## config.mk

```make
export PLATFORM = sky130hd
export DESIGN_NAME = rv_seq_control_unit
export DESIGN_NICKNAME = d
export VERILOG_FILES = /design/src/rtl/rv_ctrl_pkg.sv /design/src/rtl/rv_ctrl_decode.sv /design/src/rtl/rv_seq_control_unit.sv
export SDC_FILE = /design/constraint.sdc
export NUM_CORES = 1
export LEC_CHECK = 0
export ABC_AREA = 1
export CAP_MARGIN = 20
export CORE_MARGIN = 3
export CORE_UTILIZATION = 55
export DETAILED_ROUTE_END_ITERATION = 12
export GPL_TIMING_DRIVEN = 0
export HOLD_SLACK_MARGIN = 0.08
export PLACE_DENSITY = 0.79
export SLEW_MARGIN = 20
export SYNTH_ARGS = -nofsm -noshare
export SYNTH_HDL_FRONTEND = slang
export SYNTH_SLANG_ARGS = --single-unit
export TNS_END_PERCENT = 5
```

## constraint.sdc

```tcl
create_clock -name clk -period 2.8 [get_ports clk]
set_clock_uncertainty 0.1 [all_clocks]
set_input_delay 0.56 -clock clk [delete_from_list [all_inputs] [get_ports clk]]
set_output_delay 0.56 -clock clk [all_outputs]
set_load 0.01 [all_outputs]
```

## src/rtl/rv_ctrl_pkg.sv

```systemverilog
// rtl/rv_ctrl_pkg.sv - shared opcodes, encodings, control bundle and FSM state type
package rv_ctrl_pkg;

    localparam logic [4:0] OPC_LOAD   = 5'b00000;
    localparam logic [4:0] OPC_STORE  = 5'b01000;
    localparam logic [4:0] OPC_OP_IMM = 5'b00100;
    localparam logic [4:0] OPC_OP     = 5'b01100;
    localparam logic [4:0] OPC_LUI    = 5'b01101;
    localparam logic [4:0] OPC_AUIPC  = 5'b00101;
    localparam logic [4:0] OPC_BRANCH = 5'b11000;
    localparam logic [4:0] OPC_JALR   = 5'b11001;
    localparam logic [4:0] OPC_JAL    = 5'b11011;
    localparam logic [4:0] OPC_FENCE  = 5'b00011;
    localparam logic [4:0] OPC_EBREAK = 5'b11100;

    localparam logic [1:0] ALU_ADD    = 2'b00;
    localparam logic [1:0] ALU_BRANCH = 2'b01;
    localparam logic [1:0] ALU_RTYPE  = 2'b10;

    localparam logic [1:0] WB_AUIPC   = 2'b00;
    localparam logic [1:0] WB_PC4     = 2'b01;
    localparam logic [1:0] WB_ALU     = 2'b10;
    localparam logic [1:0] WB_LUI     = 2'b11;

    localparam logic [1:0] JAL_NONE   = 2'b00;
    localparam logic [1:0] JAL_BRANCH = 2'b01;
    localparam logic [1:0] JAL_JALR   = 2'b10;
    localparam logic [1:0] JAL_JAL    = 2'b11;

    typedef enum logic [1:0] {
        ST_RUN     = 2'b00,
        ST_MD_WAIT = 2'b01,
        ST_HALT    = 2'b10
    } state_t;

    typedef struct packed {
        logic       branch;
        logic       mem_read;
        logic       mem_to_reg;
        logic       mem_write;
        logic       alu_src;
        logic       reg_write;
        logic [1:0] alu_op;
        logic       jal_flag;
        logic [1:0] jal_sel;
        logic [1:0] wb_sel;
        logic       r_check;
        logic       md_op;
        logic [2:0] md_funct;
    } ctrl_t;

endpackage

```

## src/rtl/rv_ctrl_decode.sv

```systemverilog
// rtl/rv_ctrl_decode.sv - combinational opcode decode into the control bundle
module rv_ctrl_decode
    import rv_ctrl_pkg::*;
#(
    parameter int ENABLE_M = 1
) (
    input  logic [4:0] opcode,
    input  logic [2:0] funct3,
    input  logic       funct7_0,
    output ctrl_t      ctrl,
    output logic       m_op,
    output logic       illegal,
    output logic       is_ebreak
);

    always_comb begin
        ctrl      = '0;
        illegal   = 1'b0;
        is_ebreak = 1'b0;
        m_op      = (ENABLE_M != 0) && (opcode == OPC_OP) && funct7_0;
        case (opcode)
            OPC_LOAD: begin
                ctrl.mem_read   = 1'b1;
                ctrl.mem_to_reg = 1'b1;
                ctrl.alu_src    = 1'b1;
                ctrl.reg_write  = 1'b1;
                ctrl.alu_op     = ALU_ADD;
                ctrl.wb_sel     = WB_ALU;
            end
            OPC_STORE: begin
                ctrl.mem_write = 1'b1;
                ctrl.alu_src   = 1'b1;
                ctrl.alu_op    = ALU_ADD;
            end
            OPC_OP_IMM: begin
                ctrl.alu_src   = 1'b1;
                ctrl.reg_write = 1'b1;
                ctrl.alu_op    = ALU_ADD;
                ctrl.wb_sel    = WB_ALU;
            end
            OPC_OP: begin
                ctrl.reg_write = 1'b1;
                ctrl.r_check   = 1'b1;
                ctrl.alu_op    = ALU_RTYPE;
                ctrl.wb_sel    = WB_ALU;
                if (m_op) begin
                    ctrl.md_op    = 1'b1;
                    ctrl.md_funct = funct3;
                end
            end
            OPC_LUI: begin
                ctrl.reg_write = 1'b1;
                ctrl.wb_sel    = WB_LUI;
            end
            OPC_AUIPC: begin
                ctrl.reg_write = 1'b1;
                ctrl.wb_sel    = WB_AUIPC;
            end
            OPC_BRANCH: begin
                ctrl.branch  = 1'b1;
                ctrl.alu_op  = ALU_BRANCH;
                ctrl.jal_sel = JAL_BRANCH;
            end
            OPC_JALR: begin
                ctrl.reg_write = 1'b1;
                ctrl.jal_flag  = 1'b1;
                ctrl.jal_sel   = JAL_JALR;
                ctrl.wb_sel    = WB_PC4;
            end
            OPC_JAL: begin
                ctrl.reg_write = 1'b1;
                ctrl.jal_flag  = 1'b1;
                ctrl.jal_sel   = JAL_JAL;
                ctrl.wb_sel    = WB_PC4;
            end
            OPC_FENCE: begin
                ctrl = '0;
            end
            OPC_EBREAK: begin
                is_ebreak = 1'b1;
            end
            default: begin
                illegal = 1'b1;
            end
        endcase
    end

endmodule

```

## src/rtl/rv_seq_control_unit.sv

```systemverilog
// rtl/rv_seq_control_unit.sv - registered ID/EX control with M-op sequencing and halt
module rv_seq_control_unit
    import rv_ctrl_pkg::*;
#(
    parameter int ENABLE_M   = 1,
    parameter int MUL_CYCLES = 2,
    parameter int DIV_CYCLES = 32,
    parameter int CNT_W      = 6
) (
    input  logic       clk,
    input  logic       rst_n,
    input  logic       instr_valid,
    output logic       instr_ready,
    input  logic [4:0] opcode,
    input  logic [2:0] funct3,
    input  logic       funct7_0,
    input  logic       flush,
    input  logic       resume,
    output logic       ctrl_valid,
    output logic       branch,
    output logic       mem_read,
    output logic       mem_to_reg,
    output logic       mem_write,
    output logic       alu_src,
    output logic       reg_write,
    output logic [1:0] alu_op,
    output logic       jal_flag,
    output logic [1:0] jal_sel,
    output logic [1:0] wb_sel,
    output logic       r_check,
    output logic       md_op,
    output logic [2:0] md_funct,
    output logic       md_start,
    output logic       md_busy,
    output logic       md_abort,
    output logic       halted,
    output logic       illegal
);

    state_t           state_q, state_d;
    logic [CNT_W-1:0] cnt_q, cnt_d;
    ctrl_t            ctrl_q, ctrl_d;
    ctrl_t            pend_q, pend_d;
    logic             valid_q, valid_d;
    logic             illegal_q, illegal_d;
    logic             start_q, start_d;
    logic             abort_q, abort_d;

    ctrl_t            dec_ctrl;
    logic             dec_m_op;
    logic             dec_illegal;
    logic             dec_ebreak;
    logic             accept;
    logic [CNT_W-1:0] md_latency;

    rv_ctrl_decode #(
        .ENABLE_M (ENABLE_M)
    ) u_decode (
        .opcode    (opcode),
        .funct3    (funct3),
        .funct7_0  (funct7_0),
        .ctrl      (dec_ctrl),
        .m_op      (dec_m_op),
        .illegal   (dec_illegal),
        .is_ebreak (dec_ebreak)
    );

    // Gated by rst_n so every output reads 0 while reset is held.
    assign instr_ready = rst_n && (state_q == ST_RUN) && !flush;
    assign accept      = instr_valid && instr_ready;
    assign md_latency  = funct3[2] ? CNT_W'(DIV_CYCLES) : CNT_W'(MUL_CYCLES);

    always_comb begin
        state_d   = state_q;
        cnt_d     = cnt_q;
        ctrl_d    = ctrl_q;
        pend_d    = pend_q;
        valid_d   = 1'b0;
        illegal_d = 1'b0;
        start_d   = 1'b0;
        abort_d   = 1'b0;
        case (state_q)
            ST_RUN: begin
                if (accept) begin
                    if (dec_m_op) begin
                        state_d = ST_MD_WAIT;
                        cnt_d   = md_latency;
                        pend_d  = dec_ctrl;
                        start_d = 1'b1;
                    end else begin
                        ctrl_d    = dec_ctrl;
                        valid_d   = 1'b1;
                        illegal_d = dec_illegal;
                        if (dec_ebreak) begin
                            state_d = ST_HALT;
                        end
                    end
                end
            end
            ST_MD_WAIT: begin
                if (flush) begin
                    state_d = ST_RUN;
                    cnt_d   = '0;
                    abort_d = 1'b1;
                end else if (cnt_q == CNT_W'(1)) begin
                    state_d = ST_RUN;
                    cnt_d   = '0;
                    ctrl_d  = pend_q;
                    valid_d = 1'b1;
                end else begin
                    cnt_d = cnt_q - CNT_W'(1);
                end
            end
            ST_HALT: begin
                if (resume) begin
                    state_d = ST_RUN;
                end
            end
            default: begin
                state_d = ST_RUN;
            end
        endcase
    end

    always_ff @(posedge clk or negedge rst_n) begin
        if (!rst_n) begin
            state_q   <= ST_RUN;
            cnt_q     <= '0;
            ctrl_q    <= '0;
            pend_q    <= '0;
            valid_q   <= 1'b0;
            illegal_q <= 1'b0;
            start_q   <= 1'b0;
            abort_q   <= 1'b0;
        end else begin
            state_q   <= state_d;
            cnt_q     <= cnt_d;
            ctrl_q    <= ctrl_d;
            pend_q    <= pend_d;
            valid_q   <= valid_d;
            illegal_q <= illegal_d;
            start_q   <= start_d;
            abort_q   <= abort_d;
        end
    end

    assign ctrl_valid = valid_q;
    assign branch     = ctrl_q.branch;
    assign mem_read   = ctrl_q.mem_read;
    assign mem_to_reg = ctrl_q.mem_to_reg;
    assign mem_write  = ctrl_q.mem_write;
    assign alu_src    = ctrl_q.alu_src;
    assign reg_write  = ctrl_q.reg_write;
    assign alu_op     = ctrl_q.alu_op;
    assign jal_flag   = ctrl_q.jal_flag;
    assign jal_sel    = ctrl_q.jal_sel;
    assign wb_sel     = ctrl_q.wb_sel;
    assign r_check    = ctrl_q.r_check;
    assign md_op      = ctrl_q.md_op;
    assign md_funct   = ctrl_q.md_funct;
    assign md_start   = start_q;
    assign md_abort   = abort_q;
    assign md_busy    = (state_q == ST_MD_WAIT);
    assign halted     = (state_q == ST_HALT);
    assign illegal    = illegal_q;

endmodule

```

Word-level counts from Yosys, hierarchy flattened
Cells that the tools add are included.

storage, ports and cells
  flip-flop bits (word level) = 48
  bits of input ports = 14

cells by class
  add/subtract/negate cells = 1
  equality and inequality tests = 21
  multiplexer cells = 44
  reduce and logical (&&, ||, !) cells = 17

operators with widths
  operator                                           count
  two-way mux 18 bit                                 4
  case mux 18 bit (2 select lines)                   1
  two-way mux 6 bit                                  5
  == test 5 bit (second input constant)              4
  two-way mux 1 bit                                  19
  case mux 2 bit (3 select lines)                    3
  == test 5 x 4 -> 1 bit (second input constant)     3
  two-way mux 2 bit                                  7
  case mux 6 bit (2 select lines)                    1
  OR reduction 11 bit                                1
  == test 5 x 3 -> 1 bit (second input constant)     2
  inequality test 2 bit (second input constant)      5
  OR reduction 7 bit                                 1
  == test 6 x 1 -> 1 bit (second input constant)     1
  AND reduction 3 bit                                2
  OR reduction 3 bit                                 2
  subtractor 6 x 1 -> 6 bit (second input constant)  1
  == test 5 x 2 -> 1 bit (second input constant)     1
  logical NOT 5 bit                                  1
  two-way mux 5 bit                                  1
  AND reduction 5 bit                                1
  logical AND 1 bit                                  4
  two-way mux 4 bit                                  1
  case mux 2 bit (2 select lines)                    1
  other kinds (11)                                   11

Depth between registers and ports, before layout
  depth in word-level cells = 7
  mapped depth = 10
  mapped depth without buffers = 9

By module
A second synthesis with hierarchy kept.

unflattened totals
  cell total of the unflattened synthesis = 333
  area, all modules = 2613.8 µm²

by module, submodules not included
  module               times used  cells an instance  area each (µm²)  seq. area each (µm²)
  rv_seq_control_unit  1           285                2374.8           1201.2
  rv_ctrl_decode       1           48                 239.0            0.0

Worst setup path after synthesis
No wires, ideal clock.

  path type = input -> register
  start point = input port flush
  end point = register ctrl_q (netlist bit reg_write)
  setup time = 0.117 ns
  arrival = 1.352 ns
  data required time = 2.583 ns
  slack = 1.230 ns
  stages = 9
  path buffers = 1
  cell sequence = inv_1 nand3_2 nor2_4 nand2_4 nand2_4 inv_2 buf_6 nand2_1 nand2_1

on the way
  word-level cells in the longest chain between the ends = 5

RTL lines
  item                                    line                        text
  start: declaration                      rv_seq_control_unit.sv:17   input logic flush,
  logical NOT 1 bit                       rv_seq_control_unit.sv:69   assign instr_ready = rst_n && (state_q == ST_RUN) && !flush;
  logical AND 1 bit                       rv_seq_control_unit.sv:69
  logical AND 1 bit                       rv_seq_control_unit.sv:70   assign accept = instr_valid && instr_ready;
  inequality test 2 bit (no source line)  n/a
  AND reduction 5 bit (no source line) *  n/a
  end signal: assignment                  rv_seq_control_unit.sv:138  ctrl_q <= ctrl_d;
  end: declaration                        rv_seq_control_unit.sv:42   ctrl_t ctrl_q, ctrl_d;

Mark *: on every way between the ends. The rest lies on a longest branch, timed or not.
A chain may end at the register's enable or synchronous reset.

Final worst setup path
  start point = input port flush
  end point = output port instr_ready

on the way
  word-level cells in the longest chain between the ends = 2

RTL lines
  item               line                       text
  logical NOT 1 bit  rv_seq_control_unit.sv:69
  logical AND 1 bit  rv_seq_control_unit.sv:69
  end: declaration   rv_seq_control_unit.sv:13  output logic instr_ready,

Every way passes these cells.

==> out/qor.yml <==
final_common_cell: "nand2_1"
design_area_sq_um: 2700
final_cells: 360
syn_inst: 267
cp_slowest_stage_delay_ns: 0.52
crit_fanout: 6
io_buffers: 38
clockBufferDepth: 2
ant_nets: 0
cts_tree: "built"
numCtsBuffers: 5
min_period_ns: 2.59
synth_top_cells_by_area: "dfrtp_1 50%, nand2_1 17%, inv_1 5.5%"
grt_pass1_vias: 1697
wl_per_cell_um: 12.1
max_freq_mhz: 386
grt_max_degree: 27
post-route-drc-count: 0
ir_drop_mv: 0.420
ys_seq_area_frac: 0.500
wl_met3_um: 195
drive_gt1_frac: 0.111
row_count: 21
fin_hold_ws_ns: 0.0989
cp-end-kind: "primary output"
fillers: 274
final_cell_mix: "96 x nand2_1, 42 x dfrtp_1, 37 x clkdlybuf4s50_1"
ctsResizeCount: 0
rsz0062_at_grt: "false"
mappedNetlistArea_sq_um: 2100
syn_avg_cell_area_sq_um: 7.88
worstSetupPathType: "input pin to primary output"
grt_overflow: 0
synth.top_cell.area_share: 0.500
vias: 1742
dpl_cell_area_sq_um: 2560
drt-total-wl_um: 4360
dpl.hpwl_um: 3230
cp-start-kind: "input pin"
synth.distinct_cells: 24
leakage_uw: 0.00145
cts_sinks: 42
post-route-period-util: 0.926
gp_congestion: 0.925
slew_violations: 0
grt_pass1_wl_um: 7690
power.density_nw_per_um2: 542
nets: 329
cap_violations: 0
n_antenna_cell: 0
m1WireLength_um: 2030
root_buffer: "clkbuf_8"
synth-seq-cells: 42
crit_path_start: "flush"
antenna_found_initial: 0
r2r_slack_ns: 1.15
die_h_um: 67.8
syn-num-nets: 283
synth_top_area_cell: "dfrtp_1"
cts.hold.buffers_added: 0
setup_viol: 0
multi_input_area_sq_um: 860
dp_cells: 352
arrival_ns: 1.93
die_area_sq_um: 4600
io_pins: 39
status: "finished clean"
cts.htree.levels: 2
finalHoldViolations: 0
hp-class: "input pin to async pin"
yosys_warnings: 0
tightest_slew_ns: 0.470
met2_length_um: 2050
power_uw: 1460
drt-pass1-iter-count: 5
r2r_start: "cnt_q[1]$_DFFE_PN0P_"
grt_usage: 0.227
cp.required_ns: 2.14
insertion_delay_ns: 0.30
drt_iter0_markers: 91
slew_headroom: 0.687
cts_setup_buffers: 0
areaGrowthSynthToFinish_pct: 28.3
cts.clk_slew.worst_paths_ns: 0.08
die_x_um: 67.8
crit_buf_inv: 4
cp_slowest_cell: "clkdlybuf4s50_1"
top_layer_used: "met4"
final_util: 0.772
start_util: 0.602
ff_latch_area_sq_um: 1050
core_area_sq_um: 3490
cpLargestDelayFamily: "buffers and inverters"
vias_per_cell: 4.84
crit_chain: "clkdlybuf4s50_1, inv_1, nand3_2, inv_1, clkdlybuf4s50_1"
-- Yosys cell counts (all sizes together) --
cell type / instances
nor2: 28
nand3: 16
or2: 2
clkbuf: 2
nand3b: 4
nor3: 3
nand2: 101
ha: 2
buf: 7
dfrtp: 42
o21ai: 15
nor4: 1
xor2: 3
inv: 35
nand4: 6
-- area by class of cell --
class / count / share of cell area
Sequential cell: 42 / 0.389
Multi-Input combinational cell: 181 / 0.318
Timing Repair Buffer: 39 / 0.146
Inverter: 35 / 0.0487
Clock buffer: 6 / 0.0306
Buffer: 9 / 0.0227
Clock inverter: 2 / 0.0223
Tap cell: 46 / 0.0213
-- kinds of logic (layout without fill, tap and decap cells) --
family / count (synthesis) / in the layout / share of synthesized area
AO/OA/AOI/OAI: 15 / 15 / 0.0357
buffers and inverters: 44 / 91 / 0.0916
adder cells (fa/ha/maj): 2 / 2 / 0.0119
AND/OR/NAND/NOR: 161 / 161 / 0.349
flip-flops: 42 / 42 / 0.500
XOR/XNOR: 3 / 3 / 0.0125
-- flip-flops by register name, indices dropped and copies added, names as in the netlist --
signal,cells
pend_q,15
cnt_q,6
md_funct,3
alu_op,2
jal_sel,2
state_q,2
wb_sel,2
alu_src,1
branch,1
ctrl_valid,1
illegal,1
md_abort,1
md_op,1
md_start,1
mem_read,1
mem_write,1
reg_write,1
-- layer usage --
layer  up-vias  GRT usage
li1        918          -
met1       782      0.316
met2        34      0.354
met3         8     0.0493
met4         0     0.0744
met5         -          0
-- path summary, 6_finish.rpt --
path                                         end  cells after the start
setup / recovery                     instr_ready                      5
hold / removal                branch$_DFFE_PN0P_                      1
setup reg to reg           reg_write$_DFFE_PN0P_                     10
hold reg to reg            pend_q[0]$_DFFE_PN0P_                      2
max in group asynchronous   cnt_q[4]$_DFFE_PN0P_                      2
min in group clk           pend_q[0]$_DFFE_PN0P_                      2
-- per-stage QoR --
step	setup WS, ns	setup TNS, ns
after global routing	0.112	0
after CTS	0.182	0
after global placement	-1.23	-34.19
after detailed placement	0.177	0
after floorplan	1.23	0
final	0.207	0
-- where the power goes --
part | switching, uW | leakage [uW] | internal (uW) | total, uW
Combinational | 108 | 0.000859 | 100 | 208
Clock | 209 | 0.0000714 | 380 | 589
Sequential | 19.9 | 0.000523 | 645 | 665
Total | 336 | 0.00145 | 1130 | 1460
No activity file was read; power rests on OpenSTA's default activity.
